[src/rtl/ascii_hex_pkg.sv]
// Shared encodings for the ASCII hex record parser: character classes,
// FSM states, error codes and delimiter characters.
package ascii_hex_pkg;

    typedef enum logic [1:0] {
        CLS_HEX  = 2'd0,
        CLS_SEP  = 2'd1,
        CLS_TERM = 2'd2,
        CLS_BAD  = 2'd3
    } char_cls_e;

    localparam logic [2:0] ST_IDLE    = 3'd0;
    localparam logic [2:0] ST_FIELD   = 3'd1;
    localparam logic [2:0] ST_GAP     = 3'd2;
    localparam logic [2:0] ST_DISCARD = 3'd3;
    localparam logic [2:0] ST_HOLD    = 3'd4;

    localparam logic [1:0] ERR_NONE   = 2'd0;
    localparam logic [1:0] ERR_CHAR   = 2'd1;
    localparam logic [1:0] ERR_OVF    = 2'd2;
    localparam logic [1:0] ERR_FIELDS = 2'd3;

    localparam logic [7:0] CH_SPACE = 8'h20;
    localparam logic [7:0] CH_COMMA = 8'h2C;
    localparam logic [7:0] CH_SEMI  = 8'h3B;
    localparam logic [7:0] CH_CR    = 8'h0D;
    localparam logic [7:0] CH_LF    = 8'h0A;

endpackage

[src/rtl/ascii_hex_classify.sv]
// Combinational ASCII classifier: maps a character to its class and,
// for hex digits, the nibble value (case-insensitive).
module ascii_hex_classify
    import ascii_hex_pkg::*;
(
    input  logic [7:0] in_char,
    output char_cls_e  cls_c,
    output logic [3:0] nibble_c
);

    always_comb begin
        cls_c    = CLS_BAD;
        nibble_c = 4'd0;
        if (in_char >= 8'h30 && in_char <= 8'h39) begin
            cls_c    = CLS_HEX;
            nibble_c = 4'(in_char - 8'h30);
        end else if (in_char >= 8'h41 && in_char <= 8'h46) begin
            cls_c    = CLS_HEX;
            nibble_c = 4'(in_char - 8'h37);
        end else if (in_char >= 8'h61 && in_char <= 8'h66) begin
            cls_c    = CLS_HEX;
            nibble_c = 4'(in_char - 8'h57);
        end else if (in_char == CH_SPACE || in_char == CH_COMMA) begin
            cls_c = CLS_SEP;
        end else if (in_char == CH_SEMI || in_char == CH_CR || in_char == CH_LF) begin
            cls_c = CLS_TERM;
        end
    end

endmodule

[src/rtl/ascii_hex_record_parser.sv]
// Parses delimited ASCII hex fields into packed records with valid/ready
// flow control and coded error reporting with resync on a terminator.
module ascii_hex_record_parser
    import ascii_hex_pkg::*;
#(
    parameter int unsigned NumDigits = 4,
    parameter int unsigned NumFields = 3
) (
    input  logic                               clk,
    input  logic                               reset,
    input  logic                               in_valid,
    output logic                               in_ready,
    input  logic [7:0]                         in_char,
    output logic                               out_valid,
    input  logic                               out_ready,
    output logic [4*NumDigits*NumFields-1:0]   out_fields,
    output logic [$clog2(NumFields+1)-1:0]     out_count,
    output logic                               err_pulse,
    output logic [1:0]                         err_code
);

    localparam int unsigned W   = 4 * NumDigits;
    localparam int unsigned DCW = $clog2(NumDigits + 1);
    localparam int unsigned FCW = $clog2(NumFields + 1);

    logic [2:0]     state_q, state_d;
    logic [DCW-1:0] dig_cnt_q, dig_cnt_d;
    logic [FCW-1:0] fld_cnt_q, fld_cnt_d;
    logic [W-1:0]   acc_q [NumFields];
    logic [W-1:0]   acc_d [NumFields];
    logic           out_valid_q, out_valid_d;
    logic           err_pulse_q, err_pulse_d;
    logic [1:0]     err_code_q, err_code_d;

    char_cls_e  cls;
    logic [3:0] nibble;
    logic       accept;
    logic       err;
    logic [1:0] code;

    ascii_hex_classify u_classify (
        .in_char  (in_char),
        .cls_c    (cls),
        .nibble_c (nibble)
    );

    assign in_ready = !reset && (state_q != ST_HOLD);
    assign accept   = in_valid && (state_q != ST_HOLD);

    // Next-state, field accumulation and error detection.
    always_comb begin
        state_d     = state_q;
        dig_cnt_d   = dig_cnt_q;
        fld_cnt_d   = fld_cnt_q;
        acc_d       = acc_q;
        err_pulse_d = 1'b0;
        err_code_d  = err_code_q;
        err         = 1'b0;
        code        = ERR_NONE;

        case (state_q)
            ST_IDLE: begin
                if (accept) begin
                    case (cls)
                        CLS_HEX: begin
                            acc_d[0]  = W'(nibble);
                            dig_cnt_d = DCW'(1);
                            state_d   = ST_FIELD;
                        end
                        CLS_BAD: begin
                            err  = 1'b1;
                            code = ERR_CHAR;
                        end
                        default: ;
                    endcase
                end
            end
            ST_FIELD: begin
                if (accept) begin
                    case (cls)
                        CLS_HEX: begin
                            if (dig_cnt_q == DCW'(NumDigits)) begin
                                err  = 1'b1;
                                code = ERR_OVF;
                            end else begin
                                for (int unsigned i = 0; i < NumFields; i++) begin
                                    if (fld_cnt_q == FCW'(i)) begin
                                        acc_d[i] = W'({acc_q[i], nibble});
                                    end
                                end
                                dig_cnt_d = dig_cnt_q + DCW'(1);
                            end
                        end
                        CLS_SEP: begin
                            fld_cnt_d = fld_cnt_q + FCW'(1);
                            state_d   = ST_GAP;
                        end
                        CLS_TERM: begin
                            fld_cnt_d = fld_cnt_q + FCW'(1);
                            state_d   = ST_HOLD;
                        end
                        default: begin
                            err  = 1'b1;
                            code = ERR_CHAR;
                        end
                    endcase
                end
            end
            ST_GAP: begin
                if (accept) begin
                    case (cls)
                        CLS_HEX: begin
                            if (fld_cnt_q == FCW'(NumFields)) begin
                                err  = 1'b1;
                                code = ERR_FIELDS;
                            end else begin
                                for (int unsigned i = 0; i < NumFields; i++) begin
                                    if (fld_cnt_q == FCW'(i)) begin
                                        acc_d[i] = W'(nibble);
                                    end
                                end
                                dig_cnt_d = DCW'(1);
                                state_d   = ST_FIELD;
                            end
                        end
                        CLS_TERM: state_d = ST_HOLD;
                        CLS_BAD: begin
                            err  = 1'b1;
                            code = ERR_CHAR;
                        end
                        default: ;
                    endcase
                end
            end
            ST_DISCARD: begin
                if (accept && cls == CLS_TERM) begin
                    state_d = ST_IDLE;
                end
            end
            ST_HOLD: begin
                if (out_ready) begin
                    for (int unsigned i = 0; i < NumFields; i++) begin
                        acc_d[i] = '0;
                    end
                    fld_cnt_d = '0;
                    dig_cnt_d = '0;
                    state_d   = ST_IDLE;
                end
            end
            default: state_d = ST_IDLE;
        endcase

        // Any error drops the partial record and waits for a terminator.
        if (err) begin
            for (int unsigned i = 0; i < NumFields; i++) begin
                acc_d[i] = '0;
            end
            fld_cnt_d   = '0;
            dig_cnt_d   = '0;
            err_pulse_d = 1'b1;
            err_code_d  = code;
            state_d     = ST_DISCARD;
        end

        out_valid_d = (state_d == ST_HOLD);
    end

    always_ff @(posedge clk) begin
        if (reset) begin
            state_q     <= ST_IDLE;
            dig_cnt_q   <= '0;
            fld_cnt_q   <= '0;
            out_valid_q <= 1'b0;
            err_pulse_q <= 1'b0;
            err_code_q  <= ERR_NONE;
            for (int unsigned i = 0; i < NumFields; i++) begin
                acc_q[i] <= '0;
            end
        end else begin
            state_q     <= state_d;
            dig_cnt_q   <= dig_cnt_d;
            fld_cnt_q   <= fld_cnt_d;
            out_valid_q <= out_valid_d;
            err_pulse_q <= err_pulse_d;
            err_code_q  <= err_code_d;
            for (int unsigned i = 0; i < NumFields; i++) begin
                acc_q[i] <= acc_d[i];
            end
        end
    end

    for (genvar g = 0; g < NumFields; g++) begin : g_fields
        assign out_fields[g*W +: W] = acc_q[g];
    end

    assign out_count = fld_cnt_q;
    assign out_valid = out_valid_q;
    assign err_pulse = err_pulse_q;
    assign err_code  = err_code_q;

endmodule

[config.mk]
export PLATFORM = sky130hd
export DESIGN_NAME = ascii_hex_record_parser
export DESIGN_NICKNAME = d
export VERILOG_FILES = /design/src/rtl/ascii_hex_pkg.sv /design/src/rtl/ascii_hex_classify.sv /design/src/rtl/ascii_hex_record_parser.sv
export SDC_FILE = /design/constraint.sdc
export NUM_CORES = 1
export LEC_CHECK = 0
export BUFFER_PORTS_ARGS = -buffer_cell sky130_fd_sc_hd__buf_2
export CORE_MARGIN = 4
export CORE_UTILIZATION = 45
export DETAILED_ROUTE_END_ITERATION = 16
export GPL_ROUTABILITY_DRIVEN = 1
export PLACE_DENSITY_LB_ADDON = 0.08
export SYNTH_ARGS = -nofsm -noshare
export SYNTH_HDL_FRONTEND = slang
export SYNTH_HIERARCHICAL = 1
export SYNTH_SLANG_ARGS = --single-unit
[constraint.sdc]
create_clock -name clk -period 3.8 [get_ports clk]
set_input_delay 1.14 -clock clk [delete_from_list [all_inputs] [get_ports clk]]
set_output_delay 1.14 -clock clk [all_outputs]
set_load 0.01 [all_outputs]
; Word-level counts from Yosys, hierarchy flattened
; Cells that the tools add are included.
[classes]
add_sub_neg = 5
n_lt_le_gt_ge = 6
eq_ne = 34
muxes = 69
n_reduce_logical = 23
[op_table]
columns = op, count
row1 = two-way mux 48 bit, 7
row2 = two-way mux 16 bit, 8
row3 = one-hot mux 32 bit (3 select lines), 1
row4 = one-hot mux 16 bit (4 select lines), 1
row5 = two-way mux 3 bit, 17
row6 = AND reduction 10 bit, 3
row7 = inequality test 2 bit (second input constant), 13
row8 = equality test 8 x 6 -> 1 bit (second input constant), 3
row9 = two-way mux 2 bit, 11
row10 = equality test 8 x 4 -> 1 bit (second input constant), 2
row11 = >= comparator 8 x 7 -> 1 bit (second input constant), 2
row12 = <= comparator 8 x 7 -> 1 bit (second input constant), 2
row13 = one-hot mux 3 bit (5 select lines), 1
row14 = two-way mux 4 bit, 3
row15 = one-hot mux 2 bit (2 select lines), 3
row16 = one-hot mux 3 bit (2 select lines), 2
row17 = one-hot mux 3 bit (4 select lines), 1
row18 = AND reduction 12 bit, 1
row19 = two-way mux 1 bit, 10
row20 = equality test 3 bit (second input constant), 3
row21 = equality test 2 bit (second input constant), 4
row22 = >= comparator 8 x 6 -> 1 bit (second input constant), 1
row23 = <= comparator 8 x 6 -> 1 bit (second input constant), 1
row24 = subtractor 4 x 3 -> 4 bit (second input constant), 2
row25 = other kinds (21), 35
[word_totals]
register_bits = 60
output_inout_bits = 55
word_cells = 146

; Logic depth before layout (Yosys ltp)
; Gate-level depths: netlist of run 1.
[depth]
ltp_word = 15
mapped_depth = 14
mapped_depth_nobuf = 12

; By module
; The synthesis of run 1 kept the hierarchy.
[modules_own_cells]
columns = mod, n_inst, cells_per_inst, area_per_inst_um2, seq_area_each_um2
row1 = ascii_hex_record_parser, 1, 325, 2921.6, 1201.2
row2 = ascii_hex_classify, 1, 33, 275.3, 0.0

; Worst setup path before layout of run 1
; No wires, ideal clock.
[synth_path]
path_kind = in2reg
start = input port in_char[0]
end = register dig_cnt_q[1]
setup_time_ns = 0.070
t_arrival_ns = 3.936
required_time_ns = 3.730
setup_slack_ns = -0.205
cell_stages = 14
path_buffers = 2
path_cell_list = inv_1 -> ha_1 -> nor3b_1 -> a311oi_4 -> a311oi_1 -> inv_1 -> ha_1 -> nor2_1 -> a311o_1 -> a31oi_1 -> nand2b_1 -> buf_2 -> buf_2 -> a21oi_1
[synth_between]
elab_chain_cells = 14
word_cells_on_any_way = 39
cone_classes = order compare: 6 / eq/ne: 11 / mux: 12 / reduce/logical: 10
[synth_rtl]
columns = element, line_no
row1 = "start, declared", ascii_hex_record_parser.sv:13  ; input logic [7:0] in_char,
row2 = equality test 8 x 6 -> 1 bit or equality test 8 x 4 -> 1 bit (tied branches), ascii_hex_classify.sv:25  ; end else if (in_char == CH_SEMI || in_char == CH_CR || in_char == CH_LF) begin
row3 = logical OR 1 bit (2 in series), ascii_hex_classify.sv:25
row4 = two-way mux 1 bit, ascii_hex_classify.sv:25
row5 = two-way mux 2 bit, ascii_hex_classify.sv:23  ; end else if (in_char == CH_SPACE || in_char == CH_COMMA) begin
row6 = two-way mux 2 bit, ascii_hex_classify.sv:20  ; end else if (in_char >= 8'h61 && in_char <= 8'h66) begin
row7 = two-way mux 2 bit, ascii_hex_classify.sv:17  ; end else if (in_char >= 8'h41 && in_char <= 8'h46) begin
row8 = two-way mux 2 bit *, ascii_hex_classify.sv:14  ; if (in_char >= 8'h30 && in_char <= 8'h39) begin
row9 = via cls[0], ascii_hex_record_parser.sv:35  ; char_cls_e cls;
row10 = equality test 2 bit or equality test 2 x 1 -> 1 bit (tied branches), ascii_hex_record_parser.sv:80  ; case (cls)
row11 = OR reduction 2 bit (no line), --
row12 = one-hot mux 1 bit (2 select lines), ascii_hex_record_parser.sv:80
row13 = two-way mux 1 bit, ascii_hex_record_parser.sv:79  ; if (accept) begin
row14 = one-hot mux 1 bit (3 select lines), ascii_hex_record_parser.sv:61  ; case (state_q)
row15 = OR reduction 2 bit (no line), --
row16 = "end signal, assigned", ascii_hex_record_parser.sv:181  ; dig_cnt_q <= dig_cnt_d;
row17 = "end, declared", ascii_hex_record_parser.sv:27  ; logic [DCW-1:0] dig_cnt_q, dig_cnt_d;
; Mark *: on every way through the listed nets, which the timed path passes. The rest lies on a longest branch.
; A chain may end at the register's enable or synchronous reset.

; Worst setup path in the final report of run 1
[layout_path]
start = input port in_char[4]
end = register acc_q (netlist bit out_fields[4])
[layout_between]
elab_chain_cells = 14
word_cells_on_any_way = 39
cone_classes = order compare: 6 / eq/ne: 11 / mux: 12 / reduce/logical: 10
[layout_rtl]
columns = element, line_no
row1 = equality test 8 x 6 -> 1 bit or equality test 8 x 4 -> 1 bit (tied branches), ascii_hex_classify.sv:25
row2 = logical OR 1 bit (2 in series), ascii_hex_classify.sv:25
row3 = two-way mux 1 bit, ascii_hex_classify.sv:25
row4 = two-way mux 2 bit, ascii_hex_classify.sv:23
row5 = two-way mux 2 bit, ascii_hex_classify.sv:20
row6 = two-way mux 2 bit, ascii_hex_classify.sv:17
row7 = two-way mux 2 bit *, ascii_hex_classify.sv:14
row8 = via cls[0], ascii_hex_record_parser.sv:35
row9 = equality test 2 bit or equality test 2 x 1 -> 1 bit (tied branches), ascii_hex_record_parser.sv:80
row10 = OR reduction 2 bit (no line), --
row11 = one-hot mux 1 bit (2 select lines), ascii_hex_record_parser.sv:80
row12 = two-way mux 1 bit, ascii_hex_record_parser.sv:79
row13 = one-hot mux 1 bit (3 select lines), ascii_hex_record_parser.sv:61
row14 = OR reduction 2 bit (no line), --
row15 = "end signal, assigned by index", ascii_hex_record_parser.sv:187  ; acc_q[i] <= acc_d[i];
row16 = "end, declared", ascii_hex_record_parser.sv:29  ; logic [W-1:0] acc_q [NumFields];
; Marked as above.

==> flow_summary.json, run 1 <==
{
  "outcome": "finished, final reports clean",
  "cts_resized": 0,
  "max_slew.worst_pin.slew_ps": 687,
  "avgSynthCellArea_um2": 8.93,
  "leakage_nw": 1.64,
  "postSynthCellCount": 358,
  "fin_worst_skew_ps": 9.45,
  "cap_violations": 0,
  "worstSetupStartpointType": "primary input",
  "synthFlopType": "dfxtp_1",
  "fmax_mhz": 288,
  "hold_class": "reg2reg",
  "htreeDepth": 3,
  "grt.busiest_layer": "met2",
  "timing.rr.start": "state_q[0]$_SDFF_PP0_",
  "synth_top_area_share_pct": 37.6,
  "clockRootBuffer": "clkbuf_8",
  "worstPathCellList": "buf_2 > or4b_4 > a311oi_4 > a311oi_2 > inv_1 > ha_1 > and3b_1 > a211oi_2 > or3_1 > buf_4 > o21ai_0 > a21oi_1",
  "drt-total-wl_um": 7390,
  "finalCoreUtilization_pct": 59.1,
  "hold_viol": 0,
  "dr.pass1.iters": 4,
  "synth_area_leaders": "dfxtp_1, a21oi_1, ha_1, nand2b_1, nand3_1",
  "synth_enable_flop_cells": 0,
  "final_cells": 546,
  "row_count": 30,
  "end_kind": "register",
  "overflow": 0,
  "netlist-cell-type-count": 54,
  "place_inst": 530,
  "vias_per_cell": 5.19,
  "num_vias": 2835,
  "setup_viol": 0,
  "yosysTopAreaCell": "dfxtp_1",
  "route.detailed.drc": 0,
  "drtIter0Drc": 148,
  "worstSetupStartpoint": "in_char[4]",
  "postCtsSetupBuffers": 0,
  "drive_above_1_share_pct": 29.8,
  "grt_pass1_wl_um": 12200,
  "gr-usage-met2_pct": 27.9,
  "use_met1_pct": 23.2,
  "detail_route.wl_per_cell_um": 13.5,
  "yosysSeqAreaShare_pct": 37.6,
  "max_stage_delay_ps": 550,
  "crit_path_end": "out_fields[4]$_SDFFE_PP0P_",
  "grt_start_max_net_pins": 29,
  "cts.path.max_buffers": 2,
  "initial_core_util_pct": 46.8,
  "antenna_found_initial": 0,
  "ant_nets": 0,
  "core-area_um2": 6830,
  "grt.total_usage_pct": 17.6,
  "cp.required_ps": 4010,
  "ys_async_sr_fraction_pct": 0,
  "area_growth_pct": 26.3,
  "diodes": 0,
  "pin_count": 67,
  "clk_latency_ps": 330,
  "final_cell_mix": "buf_2, dfxtp_1, a21oi_1",
  "fin_nets": 474,
  "cts_sinks": 60,
  "crit_fanout": 14,
  "reg2reg_slack_ps": 1320,
  "die_y_um": 92.3,
  "max-slew-margin-rel_pct": 54.2,
  "grtUsageMet3_pct": 4.76,
  "reg2reg_to": "out_fields[12]$_SDFFE_PP0P_",
  "timing.final.max_slew_violations": 0,
  "ys_ff_latch": 60,
  "port_buffers": 66,
  "n_fill_cell": 661,
  "die_area_um2": 8520,
  "critPathArrivalTime_ps": 3690,
  "final_common_cell": "buf_2",
  "period_share_pct": 91.4,
  "period_needed_ps": 3470,
  "dp_hpwl_um": 5300,
  "clkTransAtPathRegs_ps": 70,
  "cp_slowest_cell": "or4b_4",
  "worst_r2r_path_depth": 7,
  "syn-num-nets": 387,
  "gp_congestion": 0.876,
  "dieWidth_um": 92.3,
  "ir_worst_vdd_uv": 221,
  "ys.warnings.count": 6,
  "hold_buffers": 0,
  "syn-cell-area_um2": 3200,
  "grt_pass1_vias": 2584,
  "power_per_cell_area_nw_per_um2": 483,
  "path_class": "in2reg",
  "cts_tree": "built",
  "rsz0062_at_grt": "no",
  "numCtsBuffers": 9
}
per-layer routing:
layer	vias to the layer above	part of all wire, %
met5	-	0
met3	6	4.4
met1	1324	49
met2	60	46
met4	0	0.81
li1	1445	-
critical path, delay by kind of cell:
| family | cells | cell delay, ps |
|---|---|---|
| fa+ha+maj | 1 | 210 |
| compound gates | 5 | 820 |
| buf+inv | 3 | 390 |
| simple gates | 3 | 1120 |
flip-flops by register name, summed over array words and instances (netlist names):
| register | count |
|---|---|
| out_count | 2 |
| err_code | 2 |
| err_pulse | 1 |
| dig_cnt_q | 3 |
| out_valid | 1 |
| out_fields | 48 |
| state_q | 3 |
how the worst min path moves through the flow:
stage | slack, ps | endpoint | startpoint | depth (start not counted)
final | 460 | err_code[1]$_SDFFE_PP0P_ | err_code[1]$_SDFFE_PP0P_ | 2
after global routing | 490 | err_code[1]$_SDFFE_PP0P_ | err_code[1]$_SDFFE_PP0P_ | 2
after CTS | 460 | err_code[1]$_SDFFE_PP0P_ | err_code[1]$_SDFFE_PP0P_ | 2
after detailed placement | 450 | err_code[1]$_SDFFE_PP0P_ | err_code[1]$_SDFFE_PP0P_ | 2
after global placement | 450 | err_code[1]$_SDFFE_PP0P_ | err_code[1]$_SDFFE_PP0P_ | 2
after floorplan | 450 | dig_cnt_q[1]$_SDFFE_PP0P_ | dig_cnt_q[1]$_SDFFE_PP0P_ | 2
cells in the mapped netlist, types with 3 or more instances:
cell type,instances
dfxtp_1,60
a21oi_1,45
nand3_1,40
nand2b_1,33
nor2_1,22
ha_1,17
mux2i_1,16
o21ai_0,15
nor2b_1,14
buf_2,11
inv_1,11
nand2_1,7
clkbuf_1,6
nor3_1,6
buf_6,4
nor4_4,3
o32ai_1,3
through the flow:
step           hold slack [ps]  cell area (um^2)  worst slack (ps)  total power [W]  setup TNS [ps]
2_1_floorplan              449              3230              13.5          0.00120               0
3_3_place_gp               446              3840              8.99          0.00139               0
3_5_place_dp               454              3840             -37.4          0.00139           -84.4
4_1_cts                    464              4040               322          0.00197               0
5_1_grt                    490              4040               127          0.00206               0
6_report                   460              4040               327          0.00195               0
report_power, final:
part | switching [W] | internal (W)
Combinational | 0.000386 | 0.000289
Clock | 0.000265 | 0.000304
Sequential | 0.0000532 | 0.000651
Total | 0.000704 | 0.00124
cell type report:
| class | instances | area (um^2) | share of cell area (%) |
|---|---|---|---|
| inverter | 11 | 41.3 | 1.02 |
| tap | 96 | 120 | 2.97 |
| timing repair buffer | 98 | 621 | 15.4 |
| sequential | 60 | 1200 | 29.7 |
| clock buffer | 9 | 124 | 3.07 |
| multi-input combinational | 265 | 1860 | 46.0 |
| clock inverter | 7 | 75.1 | 1.86 |
kinds of logic after synthesis:
| family | count (synthesis) | synth area share [%] |
|---|---|---|
| buf+inv | 33 | 5.36 |
| compound gates | 84 | 16.9 |
| fa+ha+maj | 17 | 6.65 |
| flops | 60 | 37.6 |
| xor+xnor | 2 | 0.548 |
| simple gates | 143 | 26.9 |
| mux | 19 | 6.07 |
(Power assumes the default switching activity.)
==> run 2: changes to the inputs <==
CTS_BUF_LIST = sky130_fd_sc_hd__clkbuf_16   (was not set)
clock period = 4 ns   (was 3.8 ns; I/O delays follow)
==> flow_summary.json, run 2 (synthesized netlist as in run 1, its figures left out) <==
{
  "dp_hpwl_um": 5290,
  "reg2reg_slack_ps": 1550,
  "cap_violations": 0,
  "path_delay_family": "compound AO/OA/AOI/OAI gates",
  "initial_core_util_pct": 46.8,
  "route.detailed.drc": 0,
  "finalCoreUtilization_pct": 60.1,
  "worstHoldEndpoint": "out_fields[44]$_SDFFE_PP0P_",
  "dieWidth_um": 92.3,
  "swShare_pct": 32.6,
  "max-slew-margin-rel_pct": 54.8,
  "die_area_um2": 8520,
  "power_per_cell_area_nw_per_um2": 519,
  "grt_pass1_vias": 2697,
  "gp_congestion": 0.888,
  "fin_worst_skew_ps": 7.86,
  "drtIter0Drc": 107,
  "ir_worst_vdd_uv": 257,
  "period_share_pct": 92.1,
  "hold_class": "reg2reg",
  "fin_nets": 467,
  "p_comb_share_pct": 30.3,
  "critPathArrivalTime_ps": 3940,
  "internal-power_w": 0.00143,
  "core-area_um2": 6830,
  "drt-total-wl_um": 7520,
  "path_class": "in2reg",
  "outcome": "finished, final reports clean",
  "max_slew.worst_pin.slew_ps": 677,
  "worstPathCellList": "buf_2 > inv_1 > ha_1 > nor3b_1 > a311oi_4 > a311oi_2 > inv_1 > ha_1 > nor2_1 > a311o_1 > a31oi_1 > buf_4 > nand2b_2 > buf_12 > a21oi_1",
  "end_kind": "register",
  "largest_reg_flops": 48,
  "worst_r2r_path_depth": 6,
  "overflow": 0,
  "antenna_found_initial": 0,
  "pin_count": 67,
  "cts_resized": 0,
  "drive_above_1_share_pct": 28.0,
  "ant_nets": 0,
  "row_count": 30,
  "rsz0062_at_grt": "no",
  "timing.final.max_slew_violations": 0,
  "crit_fanout": 41,
  "area_growth_pct": 28.4,
  "cts_tree": "built",
  "vias_per_cell": 5.18,
  "cp.required_ps": 4260,
  "power_w": 0.00213,
  "postCtsSetupBuffers": 0,
  "hold_buffers": 0,
  "clockRootBuffer": "clkbuf_16",
  "final_common_cell": "buf_2",
  "crit_buf_inv": 5,
  "n_fill_cell": 637,
  "leakage_nw": 1.66,
  "cp_slowest_cell": "nor3b_1",
  "holdWs_ps": 459,
  "clk_latency_ps": 330,
  "setup_tns_ps": 0,
  "num_vias": 2791,
  "pwr-share-clk_pct": 38.3,
  "p_switching_w": 0.000695,
  "grt_start_max_net_pins": 42,
  "grt.total_usage_pct": 18.2,
  "numCtsBuffers": 9,
  "htreeDepth": 3,
  "clkTransAtPathRegs_ps": 50,
  "diodes": 0,
  "port_buffers": 66,
  "reg2reg_to": "out_fields[12]$_SDFFE_PP0P_",
  "max_stage_delay_ps": 390,
  "dr.pass1.iters": 4,
  "timing.rr.start": "state_q[0]$_SDFF_PP0_",
  "die_y_um": 92.3,
  "period_needed_ps": 3680,
  "hp-start": "out_fields[44]$_SDFFE_PP0P_",
  "worstSetupStartpointType": "primary input",
  "hold_viol": 0,
  "final_cell_mix": "buf_2, dfxtp_1, a21oi_1",
  "whs_path_depth": 2,
  "detail_route.wl_per_cell_um": 14.0,
  "grt_pass1_wl_um": 12500,
  "p_seq_share_pct": 31.4,
  "cts_sinks": 60,
  "fmax_mhz": 272,
  "cts.path.max_buffers": 2,
  "setup_viol": 0
}
==> run 2: cell count changes in the layout (fill, tap and decap cells not counted), sizes merged <==
cell / delta
buf: -7
clkinvlp: -2
bufinv: +1
clkinv: +1
==> run 2: metal layers <==
layer,GRT usage [%],up-vias,part of all wire (%)
met4,6.31,0,1.3
met2,28.7,55,47
met5,0,-,0
met1,23.7,1298,47
li1,-,1428,-
met3,5.17,10,4.9
==> run 2: worst min-delay path, cell delays in order, from the launching register on <==
cell and delay [ps]:
dfxtp_1 300, nand2b_1 60, a21oi_1 50
==> run 2: layout make-up <==
class / count / area (um^2) / share of cell area, %
Sequential cell: 60 / 1200 / 29.3
Timing Repair Buffer: 91 / 581 / 14.1
Clock inverter: 7 / 90.1 / 2.20
Tap cell: 96 / 120 / 2.93
Clock buffer: 9 / 225 / 5.49
Multi-Input combinational cell: 265 / 1850 / 45.0
Inverter: 11 / 41.3 / 1.01
==> run 2: stage by stage <==
| stage | setup slack, ps | cells | instance area (um^2) |
|---|---|---|---|
| 2_1_floorplan | 20.1 | 358 | 3200 |
| 3_3_place_gp | 42.7 | 523 | 3780 |
| 3_5_place_dp | -58.4 | 523 | 3780 |
| 4_1_cts | 286 | 539 | 4090 |
| 5_1_grt | 32.1 | 539 | 4100 |
| 6_report | 317 | 539 | 4100 |
==> run 2: how the worst max path moves through the flow <==
stage                     startpoint                          end  slack (ps)  cells after the start
after floorplan           in_char[2]  out_fields[32]$_SDFFE_PP0P_          20                     12
after global placement    in_char[1]  out_fields[18]$_SDFFE_PP0P_          40                     15
after detailed placement  in_char[1]  out_fields[16]$_SDFFE_PP0P_         -60                     15
after CTS                 in_char[1]  out_fields[16]$_SDFFE_PP0P_         290                     15
after global routing      in_char[0]  out_fields[12]$_SDFFE_PP0P_          30                     14
final                     in_char[0]  out_fields[41]$_SDFFE_PP0P_         320                     15
==> run 2: power groups by stage <==
stage               Combinational (W)  Sequential, W  Clock (W)
finish                       0.000645       0.000669   0.000814
floorplan                    0.000483       0.000650          0
detailed placement           0.000643       0.000680          0
CTS                          0.000646       0.000668   0.000832
global route                 0.000701       0.000674   0.000855
global placement             0.000644       0.000681          0
==> run 3: changes to the inputs <==
ABC_AREA = 1   (was not set)
==> flow_summary.json, run 3 <==
{
  "outcome": "finished, final reports clean",
  "antenna_found_initial": 0,
  "hold_buffers": 0,
  "worst_path_most_repeated_cell": "nand2_1",
  "area_growth_pct": 21.8,
  "gp_congestion": 0.908,
  "clockRootBuffer": "clkbuf_16",
  "synthMostInstantiatedCell": "nand2_1",
  "swShare_pct": 41.3,
  "cts_sinks": 60,
  "yosys-top-cells-count": "nand2_1, nor2_1, inv_1, nand3_1, dfxtp_1",
  "cp.required_ps": 4250,
  "dieWidth_um": 98.9,
  "end_kind": "register",
  "grt_pass1_vias": 3524,
  "diodes": 0,
  "postSynthCellCount": 601,
  "fin_worst_skew_ps": 3.64,
  "multiInputGateArea_um2": 2120,
  "p_comb_share_pct": 46.6,
  "worstSetupStartpointType": "primary input",
  "yosysSeqAreaShare_pct": 32.3,
  "fmax_mhz": 278,
  "die_area_um2": 9790,
  "max-slew-margin-rel_pct": 50.4,
  "p_switching_w": 0.00133,
  "cp_slowest_cell": "ha_1",
  "synthFlopType": "dfxtp_1",
  "num_vias": 3868,
  "final_common_cell": "nand2_1",
  "vias_per_cell": 5.02,
  "ys_async_sr_fraction_pct": 0,
  "port_buffers": 66,
  "grt_pass1_wl_um": 16600,
  "place_ws_ps": 127,
  "drive_above_1_share_pct": 18.5,
  "worstPathCellList": "buf_2 > inv_1 > ha_1 > o211ai_2 > nand2_2 > nand2_2 > nand2_1 > nor2_1 > inv_1 > ha_1 > inv_1 > nand2_1 > nand2_1 > nand2_1 > nand3_1 > nand2_1 > nor2_4 > buf_4 > nand2_1 > nor2_1",
  "avgSynthCellArea_um2": 6.19,
  "crit_fanout": 16,
  "synth_top_family_by_area": "simple AND/OR/NAND/NOR gates",
  "power_w": 0.00323,
  "max_slew.worst_pin.slew_ps": 741,
  "ys_ff_latch": 60,
  "netlist-cell-type-count": 28,
  "overflow": 0,
  "final_cell_mix": "nand2_1, nor2_1, buf_2",
  "finalCoreUtilization_pct": 57.4,
  "numCtsBuffers": 9,
  "grt.total_usage_pct": 20.4,
  "power_per_cell_area_nw_per_um2": 713,
  "synth_compound_area_share_pct": 7.94,
  "cts_tree": "built",
  "drtIter0Drc": 224,
  "period_needed_ps": 3590,
  "drt-total-wl_um": 9740,
  "max_stage_delay_ps": 270,
  "grt_start_max_net_pins": 35,
  "yosys.area_share.simple_pct": 42.6,
  "initial_core_util_pct": 47.2,
  "p_seq_share_pct": 26.9,
  "critPathArrivalTime_ps": 3840,
  "syn-num-nets": 630,
  "pin_count": 67,
  "largest_reg_flops": 48,
  "ir_worst_vdd_uv": 358,
  "timing.final.max_slew_violations": 0,
  "synth_enable_flop_cells": 0,
  "ant_nets": 0,
  "setup_tns_ps": 0,
  "synth_top_area_share_pct": 32.3,
  "synth_xor_area_share_pct": 0.471,
  "internal-power_w": 0.00190,
  "htreeDepth": 3,
  "die_y_um": 98.9,
  "clk_latency_ps": 320,
  "holdWs_ps": 463,
  "cap_violations": 0,
  "regArea_um2": 1200,
  "route.detailed.drc": 0,
  "synth_adder_area_share_pct": 5.72,
  "syn-cell-area_um2": 3720,
  "muxShareOfSynthArea_pct": 0,
  "cts_resized": 0,
  "path_class": "in2reg",
  "cts.path.max_buffers": 2,
  "pwr-share-clk_pct": 26.5,
  "rsz0062_at_grt": "no",
  "core-area_um2": 7890,
  "ys.warnings.count": 6,
  "postCtsSetupBuffers": 0,
  "setup_ws_ps": 407,
  "setup_viol": 0,
  "hold_viol": 0,
  "yosysTopAreaCell": "dfxtp_1",
  "dp_hpwl_um": 6970,
  "detail_route.wl_per_cell_um": 12.6,
  "hold_class": "reg2reg",
  "fin_nets": 693,
  "dr.pass1.iters": 4,
  "n_fill_cell": 781,
  "synth_area_leaders": "dfxtp_1, nand2_1, nor2_1, nand3_1, inv_1",
  "period_share_pct": 89.8,
  "leakage_nw": 2.27,
  "row_count": 32,
  "clkTransAtPathRegs_ps": 50
}
run 3: cell types whose count changed after synthesis, moves of 14 or more:
cell | before | now
inv_1 | 11 | 62
nor2b_1 | 14 | 0
nor2_1 | 22 | 86
nand3_1 | 40 | 62
nand2b_1 | 33 | 0
nand2_1 | 7 | 180
nand4_1 | 1 | 18
mux2i_1 | 16 | 0
run 3: cells by family after synthesis:
kind of cell	count (synthesis)
AOI/OAI and AO/OA	52
xor gates and xnor gates	2
and+or+nand+nor	368
adders and majority gates	17
DFF	60
buffers and inverters	102
run 3: layout make-up:
| class | count | area share (%) |
|---|---|---|
| clock buffers | 9 | 4.97 |
| multi-input cells | 439 | 46.9 |
| flip-flops and latches | 60 | 26.5 |
| clock inverters | 7 | 2.32 |
| well taps | 102 | 2.82 |
| inverters | 75 | 6.21 |
| repair buffers | 79 | 10.3 |
run 3: layer usage:
layer / track usage, % / wire, um / up-vias
li1: - / - / 2018
met1: 27.9 / 4700 / 1736
met2: 32.3 / 4410 / 104
met3: 4.67 / 549 / 10
met4: 5.15 / 85 / 0
met5: 0 / 0 / -
run 3: worst paths after layout:
check | from | end | slack (ps) | depth (start not counted)
worst max-delay path | in_char[0] | out_fields[9]$_SDFFE_PP0P_ | 410 | 20
worst min-delay path | err_code[0]$_SDFFE_PP0P_ | err_code[0]$_SDFFE_PP0P_ | 460 | 2
worst max register to register | out_count[0]$_SDFFE_PP0P_ | out_fields[9]$_SDFFE_PP0P_ | 1850 | 9
worst min register to register | err_code[0]$_SDFFE_PP0P_ | err_code[0]$_SDFFE_PP0P_ | 460 | 2
run 3: worst max-delay path, delay by kind of cell:
family | cells | cell delay, ps
adders and majority gates | 2 | 530
buffers and inverters | 5 | 770
and+or+nand+nor | 12 | 1150
AOI/OAI and AO/OA | 1 | 180
run 3: metrics by stage:
| stage | instance area, um^2 | std cells |
|---|---|---|
| 2_1_floorplan | 3720 | 601 |
| 4_1_cts | 4530 | 771 |
| 6_report | 4530 | 771 |
| 3_5_place_dp | 4200 | 755 |
| 3_3_place_gp | 4200 | 755 |
| 5_1_grt | 4530 | 771 |
run 3: power groups by stage:
stage	Clock, W	Combinational [W]	Sequential [W]
global route	0.000902	0.00172	0.000891
finish	0.000857	0.00151	0.000868
CTS	0.000873	0.00151	0.000869
floorplan	0	0.000988	0.000931
global placement	0	0.00148	0.000877
detailed placement	0	0.00150	0.000876
